### config.mk
export PLATFORM = sky130hd
export DESIGN_NAME = csi2_pkt_to_video
export DESIGN_NICKNAME = d
export VERILOG_FILES = /design/src/rtl/csi2_pkg.sv /design/src/rtl/csi2_pkt_to_video.sv
export SDC_FILE = /design/constraint.sdc
export NUM_CORES = 1
export LEC_CHECK = 0
export ABC_AREA = 1
export CAP_MARGIN = 20
export CORE_UTILIZATION = 53
export DETAILED_ROUTE_END_ITERATION = 7
export PLACE_DENSITY_LB_ADDON = 0.05
export SLEW_MARGIN = 20
export SYNTH_ARGS = -nofsm -noshare
export SYNTH_HDL_FRONTEND = slang
export SYNTH_SLANG_ARGS = --single-unit
### constraint.sdc
create_clock -name clk_i -period 2.7 [get_ports clk_i]
set_input_delay 0.405 -clock clk_i [delete_from_list [all_inputs] [get_ports clk_i]]
set_output_delay 0.405 -clock clk_i [all_outputs]
set_load 0.01 [all_outputs]
### src/rtl/csi2_pkg.sv
// CSI-2 shared types: data types, header layout, parser states.
// Helpers: byte-enable mask for the final payload word.
package csi2_pkg;

  localparam logic [5:0] DT_FS    = 6'h00;
  localparam logic [5:0] DT_FE    = 6'h01;
  localparam logic [5:0] DT_LS    = 6'h02;
  localparam logic [5:0] DT_LE    = 6'h03;
  localparam logic [5:0] DT_RAW8  = 6'h2A;
  localparam logic [5:0] DT_RAW10 = 6'h2B;

  typedef struct packed {
    logic [7:0]  ecc;
    logic [15:0] wc;
    logic [1:0]  vc;
    logic [5:0]  dt;
  } csi2_hdr_t;

  typedef enum logic [1:0] {
    HDR,
    PAYLOAD,
    DISCARD
  } state_t;

  // Bytes valid in a word given bytes remaining.
  function automatic logic [3:0] be_mask(
    input logic [15:0] rem
  );
    logic [3:0] m;
    m = 4'hF;
    unique case (1'b1)
      (rem == 16'd1): m = 4'h1;
      (rem == 16'd2): m = 4'h3;
      (rem == 16'd3): m = 4'h7;
      default:        m = 4'hF;
    endcase
    return m;
  endfunction

endpackage

### src/rtl/csi2_pkt_to_video.sv
// CSI-2 packet stream to pixel-clock video words.
// Ports: clk_i/rst_i; pkt_* in (val/ready); video_* out;
// trunc_err_o pulse on sop mid-payload.
// Option: CSI2_VC_FILTER_EN accepts only VC_ID headers.
module csi2_pkt_to_video
  import csi2_pkg::*;
#(
  parameter logic [5:0] DATA_TYPE = DT_RAW10,
  parameter logic [1:0] VC_ID     = 2'd0
) (
  input  logic        clk_i,
  input  logic        rst_i,
  input  logic [31:0] pkt_data_i,
  input  logic        pkt_val_i,
  input  logic        pkt_sop_i,
  output logic        pkt_ready_o,
  output logic [31:0] video_data_o,
  output logic [3:0]  video_be_o,
  output logic        video_data_val_o,
  output logic        video_eol_o,
  output logic        video_frame_start_o,
  input  logic        video_proc_ready_i,
  output logic        trunc_err_o
);

  state_t      state_q, state_d;
  logic [15:0] rem_q, rem_d;
  logic        fs_q, fs_d;
  logic [31:0] data_q, data_d;
  logic [3:0]  be_q, be_d;
  logic        val_q, val_d;
  logic        eol_q, eol_d;
  logic        fso_q, fso_d;
  logic        trunc_q, trunc_d;

  csi2_hdr_t   hdr;
  logic        acc;
  logic        vc_ok;
  logic        short_pkt;
  logic        last;
  logic        emit;

  assign hdr = csi2_hdr_t'(pkt_data_i);

`ifdef CSI2_VC_FILTER_EN
  logic ecc_unused;
  assign ecc_unused = ^hdr.ecc;
  assign vc_ok = (hdr.vc == VC_ID);
`else
  logic vc_unused;
  assign vc_unused = ^{hdr.ecc, hdr.vc, VC_ID};
  assign vc_ok = 1'b1;
`endif

  assign pkt_ready_o = !val_q || video_proc_ready_i;
  assign acc         = pkt_val_i && pkt_ready_o;
  assign short_pkt   = (hdr.dt[5:4] == 2'b00);
  assign last        = (rem_q <= 16'd4);
  assign emit        = acc && !pkt_sop_i && (state_q == PAYLOAD);

  always_comb begin
    state_d = state_q;
    rem_d   = rem_q;
    fs_d    = fs_q;
    trunc_d = acc && pkt_sop_i && (state_q != HDR);
    if (acc) begin
      if (pkt_sop_i) begin
        // Any sop is a header, even one that cuts a payload short.
        state_d = HDR;
        if (short_pkt) begin
          if (hdr.dt == DT_FS && vc_ok) fs_d = 1'b1;
        end else if (hdr.wc != 16'd0) begin
          rem_d   = hdr.wc;
          state_d = (vc_ok && hdr.dt == DATA_TYPE) ? PAYLOAD : DISCARD;
        end
      end else if (state_q != HDR) begin
        rem_d = last ? 16'd0 : rem_q - 16'd4;
        if (last) state_d = HDR;
        if (state_q == PAYLOAD) fs_d = 1'b0;
      end
    end
  end

  always_comb begin
    data_d = data_q;
    be_d   = be_q;
    val_d  = val_q;
    eol_d  = eol_q;
    fso_d  = fso_q;
    if (emit) begin
      data_d = pkt_data_i;
      be_d   = be_mask(rem_q);
      val_d  = 1'b1;
      eol_d  = last;
      fso_d  = fs_q;
    end else if (video_proc_ready_i) begin
      val_d  = 1'b0;
    end
  end

  always_ff @(posedge clk_i or posedge rst_i) begin
    if (rst_i) begin
      state_q <= HDR;
      rem_q   <= 16'd0;
      fs_q    <= 1'b0;
      data_q  <= 32'd0;
      be_q    <= 4'd0;
      val_q   <= 1'b0;
      eol_q   <= 1'b0;
      fso_q   <= 1'b0;
      trunc_q <= 1'b0;
    end else begin
      state_q <= state_d;
      rem_q   <= rem_d;
      fs_q    <= fs_d;
      data_q  <= data_d;
      be_q    <= be_d;
      val_q   <= val_d;
      eol_q   <= eol_d;
      fso_q   <= fso_d;
      trunc_q <= trunc_d;
    end
  end

  assign video_data_o        = data_q;
  assign video_be_o          = be_q;
  assign video_data_val_o    = val_q;
  assign video_eol_o         = eol_q;
  assign video_frame_start_o = fso_q;
  assign trunc_err_o         = trunc_q;

endmodule

## Yosys cells after proc, flatten, opt, wreduce, memory -nomap -nowiden

Cells that the tools add are included.

- Bits in latches: 0
- Bits in writable memories: 0
- Logic and storage cells: 58
- Register bits after elaboration: 59
- Memories: 0
- Bits in read-only memories: 0
- Input port bits: 37
- Output and inout bits: 41

- Div/mod/pow operators: 0
- Bitwise logic cells: 0
- Order comparisons: 1
- Equality and inequality tests: 9
- Reductions and logical operators: 19
- Shift-type cells: 0
- Add/subtract/negate cells: 1
- Muxes and demuxes: 19
- Multipliers: 0

Operators by type and width:

| cell | count |
|---|---|
| 16-bit 2-to-1 mux | 5 |
| 16-bit by 2-bit equality test with 1-bit output, second input constant | 2 |
| 16-bit by 1-bit equality test with 1-bit output, second input constant | 1 |
| 16-bit by 3-bit <= comparator with 1-bit output, second input constant | 1 |
| 16-bit nonzero test | 1 |
| 16-bit by 3-bit subtractor with 16-bit output, second input constant | 1 |
| 2-bit 2-to-1 mux | 6 |
| 4-bit case mux with 3 select lines | 1 |
| 2-bit nonzero test | 5 |
| 1-bit 2-to-1 mux | 7 |
| 6-bit equality test, second input constant | 1 |
| 6-bit zero test | 1 |
| 2-bit by 1-bit != test with 1-bit output, second input constant | 3 |
| 1-bit logical AND | 5 |
| 5-bit AND reduction | 1 |
| 4-bit AND reduction | 1 |
| 3-bit AND reduction | 1 |
| 2-bit by 1-bit equality test with 1-bit output, second input constant | 1 |
| 1-bit zero test | 2 |
| 2-bit zero test | 1 |
| 2-bit != test, second input constant | 1 |
| 1-bit logical OR | 1 |

## Depth between registers and ports, before layout

Gate-level depths: netlist of run 1.

- Depth in word-level cells: 6
- Mapped depth: 11
- Gate-level depth less buffers: 11

## Least setup slack after synthesis of run 1

Ideal clock, no wire load.

- Path type: reg2reg
- Start: reg rem_q[2]
- End: reg rem_q[14]
- Path slack: 1307 ps
- Setup time: 116 ps
- Period minus slack after synthesis: 1393 ps
- Stages on the path, launching flop included: 12
- Path buffers: 0
- Required time: 2584 ps
- Arrival: 1277 ps
- Cell sequence: dfrtp_1 inv_1 ha_1 nand2_2 nor2_1 nand2_1 nand2_1 nand2_1 nand2_1 nand2_1 nand2_1 nand2_1

- Cells in the longest elaborated chain, start to end: 4
- Elaborated cells on any way between the ends: 5

RTL lines:

| what | RTL line | RTL |
|---|---|---|
| from (decl) | csi2_pkt_to_video.sv:27 | `logic [15:0] rem_q, rem_d;` |
| from (signal assigned) | csi2_pkt_to_video.sv:114 | `rem_q <= rem_d;` |
| 16-bit by 3-bit subtractor with 16-bit output / 16-bit by 3-bit <= comparator with 1-bit output (equally long branches) | csi2_pkt_to_video.sv:77, csi2_pkt_to_video.sv:58 |  |
| 16-bit 2-to-1 mux (*) | csi2_pkt_to_video.sv:77 | `rem_d = last ? 16'd0 : rem_q - 16'd4;` |
| 16-bit 2-to-1 mux (*) | csi2_pkt_to_video.sv:76 | `end else if (state_q != HDR) begin` |
| 16-bit 2-to-1 mux (*) | csi2_pkt_to_video.sv:67 | `if (pkt_sop_i) begin` |

Mark *: on every way between the ends. The rest lies on a longest branch, timed or not. The select of a mux whose other input is x is not followed.
A chain may end at the register's enable or synchronous reset.

## Final worst setup path of run 1

- Start: in video_proc_ready_i
- End: out pkt_ready_o

- Cells in the longest elaborated chain, start to end: 1

RTL lines:

| what | RTL line | RTL |
|---|---|---|
| from (decl) | csi2_pkt_to_video.sv:22 | `input logic video_proc_ready_i,` |
| 1-bit logical OR | csi2_pkt_to_video.sv:55 | `assign pkt_ready_o = !val_q \|\| video_proc_ready_i;` |
| to (decl) | csi2_pkt_to_video.sv:16 | `output logic pkt_ready_o,` |

Every way passes these cells.

==> results of run 1 <==
state kept, by name, summed over array words and instances (netlist names):
register             flops
video_data_o            32
rem_q                   16
video_be_o               4
state_q                  2
fs_q                     1
trunc_err_o              1
video_data_val_o         1
video_eol_o              1
video_frame_start_o      1
worst register-to-register path, delay by kind of cell, from the launching register on:
family,cells,cell delay (ns)
flops,1,0.40
simple gates,2,0.33
compound gates,2,0.40
buf+inv,1,0.48
where the power goes:
group	internal, mW	switching, mW
logic	0.312	0.426
registers	1.00	0.121
clock network	0.546	0.357
final timing paths:
path                                    end  slack [ns]  cells after the start
max                             pkt_ready_o        0.75                      4
min                        video_data_o[27]        0.46                      2
max reg2reg                   video_be_o[1]        1.02                      5
min reg2reg                   video_be_o[0]        0.48                      1
max in group asynchronous          rem_q[9]        1.65                      3
min in group clk_i            video_be_o[0]        0.48                      1
cell families after synthesis:
| logic type | share of synthesized area, % |
|---|---|
| AOI/OAI and AO/OA | 2.34 |
| xor gates and xnor gates | 2.01 |
| adders and majority gates | 0.821 |
| buffers and inverters | 6.82 |
| DFF | 48.5 |
| and+or+nand+nor | 39.5 |
Yosys cell counts, types with 2 or more instances:
| cell | number | area [sq um] |
|---|---|---|
| inv_2 | 2 | 7.51 |
| nor2_4 | 2 | 22.5 |
| nor3_1 | 3 | 15.0 |
| o21ai_0 | 7 | 35.0 |
| nor2_1 | 47 | 176 |
| dfrtp_1 | 59 | 1480 |
| nand3_2 | 2 | 20.0 |
| nand4_1 | 8 | 50.1 |
| xor2_1 | 6 | 52.6 |
| buf_2 | 4 | 20.0 |
| nand3_1 | 8 | 40.0 |
| nand2_1 | 210 | 788 |
| clkbuf_1 | 2 | 7.51 |
| buf_4 | 4 | 30.0 |
| ha_1 | 2 | 25.0 |
| a21oi_1 | 2 | 10.0 |
| nor2_2 | 4 | 25.0 |
| nand2_2 | 3 | 18.8 |
| inv_1 | 35 | 131 |
per-stage QoR:
step	worst slack [ns]	instance area, sq um	std cells	power [mW]	hold slack, ns
final	0.755	4090	577	2.76	0.463
after global routing	0.667	4090	577	2.96	0.494
after CTS	0.753	4090	577	2.78	0.474
after detailed placement	0.472	3870	561	1.87	0.459
after floorplan	0.839	3050	420	1.65	0.467
after global placement	0.509	3870	561	1.86	0.455
area by class of cell:
cell class / count / area (sq um) / area share (%)
clock buffers: 12 / 145 / 3.55
clock inverters: 4 / 73.8 / 1.80
inverters: 37 / 139 / 3.39
multi-input cells: 313 / 1360 / 33.3
flip-flops and latches: 59 / 1480 / 36.1
well taps: 72 / 90.1 / 2.20
repair buffers: 80 / 806 / 19.7
metal layers:
layer  GRT usage (%)  wire length, um  vias up
met5               0                0        -
met4            9.06               79        0
met3            6.59              396        6
met2            41.6             3310       77
met1            35.5             3340     1287
li1                -                -     1437
==> out/summary.log, run 1 <==
qor: clocking.clock_sinks 59
qor: place.portBuffers 77
qor: route.num_vias 2807
qor: power_and_ir_drop.vdd_drop_max 0.364 mV
qor: power_and_ir_drop.leakage 2.15 nW
qor: route.drtPass1Iterations 4
qor: synthesis.number_of_synthesized_flops_with_an_enable_pin 0
qor: critical_path.cp-startpoint video_proc_ready_i
qor: global_route.global_route.overflow_total 0
qor: clocking.tritoncts yes
qor: timing.slew_headroom 57.4%
qor: critical_path.critical_path.endpoint_type primary output
qor: die.io-pin-count 78
qor: place.globalplace.congestion 0.825
qor: critical_path.start_kind input port
qor: critical_path.max_stage_delay 0.54 ns
qor: global_route.maximum_number_of_pins_on_one_net_before_global_route_repair 36
qor: global_route.grt_pass1_wl 12.2 mm
qor: route.dr_vias_cell 4.86
qor: clocking.cts.htree.levels 3
qor: final_layout.mostFrequentLayoutCell nand2_1
qor: die.fp.coreArea 5540 sq um
qor: final_layout.final_net_count 539
qor: synthesis.ys_dominant_reg_cell dfrtp_1
qor: clocking.clock_transition_at_path_regs 0.07 ns
qor: synthesis.synth_cells 420
qor: synthesis.yosysWarningCount 0
qor: clocking.cts_buffers 9
qor: final_layout.most_frequent_cells_in_the_layout nand2_1, clkdlybuf4s50_1, dfrtp_1
qor: timing.timing_max_transition_violations_final 0
qor: clocking.cts-root-buf clkbuf_8
qor: clocking.cts-resized-gates 0
qor: synthesis.netlist_area 3050 sq um
qor: clocking.cts_hold_buf 0
qor: timing.setup-violations-final 0
qor: die.die_height 77.8 um
qor: global_route.grt_antenna_before_repair 0
qor: route.detailed_route_iter0_violations 168
qor: global_route.grt_usage 26.4%
qor: job.max_cap_check_violation_count 0
qor: die.initial_util 55.0%
qor: clocking.cts_setup_buffers 0
qor: die.core.rowCount 27
qor: clocking.clock_path_buffers 2
qor: die.die_w 77.8 um
qor: timing.post_route_setup_tns 0 ns
qor: final_layout.fillers 473
qor: run_status.outcome finished clean
qor: synthesis.synth_cell_types 29
qor: synthesis.synth_nets 459
qor: power_and_ir_drop.power.density 675 nW/um^2
qor: final_layout.post-route-util 73.9%
qor: global_route.first_global_vias 2663
qor: critical_path.crit_fanout 2
qor: critical_path.crit_path_frequent_cell clkdlybuf4s50_1
qor: critical_path.path_delay_family buffers and inverters
qor: critical_path.worst_ep_arrival_time 1.54 ns
qor: critical_path.timing.critical_path.buf_inv 3
qor: synthesis.synth.avg_cell_area 7.25 sq um
qor: critical_path.cp_slowest_cell clkdlybuf4s50_1
qor: timing.finalHoldViolCount 0
qor: critical_path.worstPathCellList clkdlybuf4s50_1 -> inv_1 -> nand2_1 -> clkdlybuf4s50_1
qor: timing.skew 0.00536 ns
qor: synthesis.synth-async-reset-ratio 100%
qor: final_layout.share_of_layout_cells_above_drive_strength_1 6.93%
qor: clocking.insertion_delay_to_the_later_sink_of_the_worst_skew_pair 0.34 ns
qor: route.route.final.wire_length 7.12 mm
qor: final_layout.areaGrowthSynthToFinish 34.3%
qor: timing.achievable-frequency 514 MHz
qor: synthesis.yosys_register_bits 59
qor: synthesis.synth_sequential_area_ratio 48.5%
qor: route.routedWlPerCell 12.3 um
qor: route.detail-route-antenna-nets 0
qor: timing.rsz0062_at_grt no
qor: place.dp_hpwl 5.15 mm
qor: die.die-area 6060 sq um
qor: critical_path.critical_path.reg2reg.startpoint video_data_val_o
qor: final_layout.num_antenna_cells 0
qor: critical_path.worst-endpoint-required 2.30 ns
qor: timing.finalWorstPathRequiredPeriod 1.95 ns
qor: timing.min_period_over_period 72.0%
qor: critical_path.timing.setup.critical_path_class in -> out
qor: timing.worstMarginPinSlew 0.638 ns
qor: route.remaining_drc_errors 0
qor: worst_hold_path.hold_path_class in -> async
No activity file was read; power rests on OpenSTA's default activity.
==> inputs of run 2 (changes only) <==
Settings changed: CORE_UTILIZATION 53 to 44.
Clock period 2.7 ns to 1.7 ns, I/O delays scaled along.
==> out/summary.log, run 2 (same netlist as run 1, synthesis figures left out) <==
qor: run_status.outcome finished clean
qor: clocking.cts.htree.levels 3
qor: job.max_cap_check_violation_count 0
qor: die.core.rowCount 29
qor: clocking.tritoncts yes
qor: timing.finalWorstPathRequiredPeriod 1.61 ns
qor: clocking.cts_setup_buffers 0
qor: clocking.cts-resized-gates 1
qor: critical_path.worst_ep_arrival_time 1.81 ns
qor: timing.worstMarginPinSlew 0.316 ns
qor: clocking.cts_hold_buf 0
qor: clocking.clock_sinks 59
qor: place.globalplace.congestion 0.897
qor: global_route.grt_antenna_before_repair 0
qor: timing.min_period_over_period 94.6%
qor: route.detail-route-antenna-nets 0
qor: route.dr_vias_cell 4.72
qor: final_layout.num_antenna_cells 0
qor: power_and_ir_drop.vdd_drop_max 0.501 mV
qor: timing.setup-violations-final 0
qor: die.die-area 7260 sq um
qor: place.dp_hpwl 5.70 mm
qor: timing.hold_slack 0.358 ns
qor: timing.skew 0.00709 ns
qor: critical_path.critical_path.endpoint_type flop
qor: final_layout.final_net_count 576
qor: die.fp.coreArea 6530 sq um
qor: final_layout.share_of_layout_cells_above_drive_strength_1 13.3%
qor: critical_path.critical_path.reg2reg.startpoint rem_q[2]
qor: die.initial_util 46.6%
qor: clocking.cts-root-buf clkbuf_8
qor: critical_path.timing.reg2reg.worst_path_depth 7
qor: worst_hold_path.hold_path_class in -> async
qor: global_route.first_global_vias 2883
qor: clocking.insertion_delay_to_the_later_sink_of_the_worst_skew_pair 0.33 ns
qor: route.drtPass1Iterations 4
qor: timing.rsz0062_at_grt yes
qor: route.num_vias 2918
qor: critical_path.timing.setup.critical_path_class reg -> reg
qor: final_layout.areaGrowthSynthToFinish 44.9%
qor: place.portBuffers 77
qor: global_route.global_route.overflow_total 0
qor: place.placed_cells_incl_taps 603
qor: place.placement.setup.worst_slack -0.0516 ns
qor: power_and_ir_drop.power.density 1020 nW/um^2
qor: route.remaining_drc_errors 0
qor: final_layout.most_frequent_cells_in_the_layout nand2_1, clkdlybuf4s50_1, dfrtp_1
qor: critical_path.worstSetupEndpoint video_be_o[2]
qor: timing.achievable-frequency 622 MHz
qor: timing.post_route_setup_tns 0 ns
qor: critical_path.crit_fanout 5
qor: global_route.grt_pass1_wl 13.4 mm
qor: global_route.maximum_number_of_pins_on_one_net_before_global_route_repair 60
qor: route.route.final.wire_length 7.74 mm
qor: die.die_w 85.2 um
qor: critical_path.r2r-end video_be_o[2]
qor: critical_path.r2r_setup_slack 0.09 ns
qor: critical_path.cp-startpoint rem_q[2]
qor: global_route.grt_usage 23.5%
qor: critical_path.start_kind flop
qor: die.io-pin-count 78
qor: critical_path.worst-endpoint-required 1.90 ns
qor: timing.slew_headroom 79.0%
qor: timing.timing_max_transition_violations_final 0
qor: timing.finalHoldViolCount 0
qor: timing.final_worst_slack 0.0914 ns
qor: power_and_ir_drop.leakage 2.32 nW
qor: die.die_height 85.2 um
qor: clocking.clock_transition_at_path_regs 0.07 ns
qor: route.detailed_route_iter0_violations 92
qor: final_layout.max_reg_flops 32
qor: clocking.cts_buffers 9
qor: final_layout.mostFrequentLayoutCell nand2_1
qor: clocking.clock_path_buffers 2
qor: route.routedWlPerCell 12.5 um
qor: final_layout.final-instance-count-excl-fill 618
[run 2: cell types whose count changed in the layout (fill, tap and decap cells not counted)]
cell             delta
buf_12              +3
buf_4              +34
clkbuf_1            -1
clkdlybuf4s50_1     -1
clkinv_2            -1
clkinv_4            -1
clkinvlp_4          +3
dlygate4sd2_1       +1
inv_2               -1
[run 2: final cells by class]
| class | count | area, sq um |
|---|---|---|
| well taps | 77 | 96.3 |
| clock inverters | 4 | 75.1 |
| clock buffers | 11 | 141 |
| fillers | 592 | 2120 |
| inverters | 37 | 143 |
| flip-flops and latches | 59 | 1480 |
| multi-input cells | 313 | 1360 |
| repair buffers | 117 | 1120 |
[run 2: through the flow]
step	total power, mW	utilization, %	instance area [sq um]
finish	4.49	67.6	4410
global route	4.80	67.6	4410
CTS	4.52	67.6	4410
detailed placement	3.09	64.3	4200
global placement	3.07	64.3	4200
floorplan	2.62	-	3050
[run 2: power breakdown]
group / total, mW / internal [mW] / switching [mW]
logic: 1.29 / 0.573 / 0.712
registers: 1.79 / 1.59 / 0.200
clock network: 1.42 / 0.858 / 0.558
total: 4.49 / 3.02 / 1.47
[run 2: how the worst min path moves through the flow]
stage,to,slack [ns],start
finish,video_data_o[6],0.36,rst_i
global route,video_data_o[7],0.39,rst_i
CTS,video_data_o[6],0.37,rst_i
detailed placement,video_be_o[0],0.46,video_be_o[0]
global placement,video_be_o[0],0.45,video_be_o[0]
floorplan,fs_q,0.35,rst_i
[run 2: per-layer routing]
| layer | part of all wire (%) | GRT usage (%) | up-vias | wire length [um] |
|---|---|---|---|---|
| met1 | 49 | 32.7 | 1334 | 3770 |
| li1 | - | - | 1510 | - |
| met3 | 6.7 | 5.93 | 6 | 515 |
| met2 | 44 | 36.8 | 68 | 3400 |
| met5 | 0 | 0 | - | 0 |
| met4 | 0.76 | 6.01 | 0 | 59 |
[run 2: critical path, stage by stage, from the launching register on]
cell	delay (ns)
dfrtp_1	0.40
inv_1	0.09
ha_1	0.23
nand2_2	0.12
nor2_2	0.24
nand2_1	0.10
nor3_1	0.21
a21oi_1	0.10
==> inputs of run 3 (changes only) <==
Settings changed: CAP_MARGIN 20 to not set.
==> results of run 3 <==
The final DEF is identical to that of run 2; final timing and power are the same.
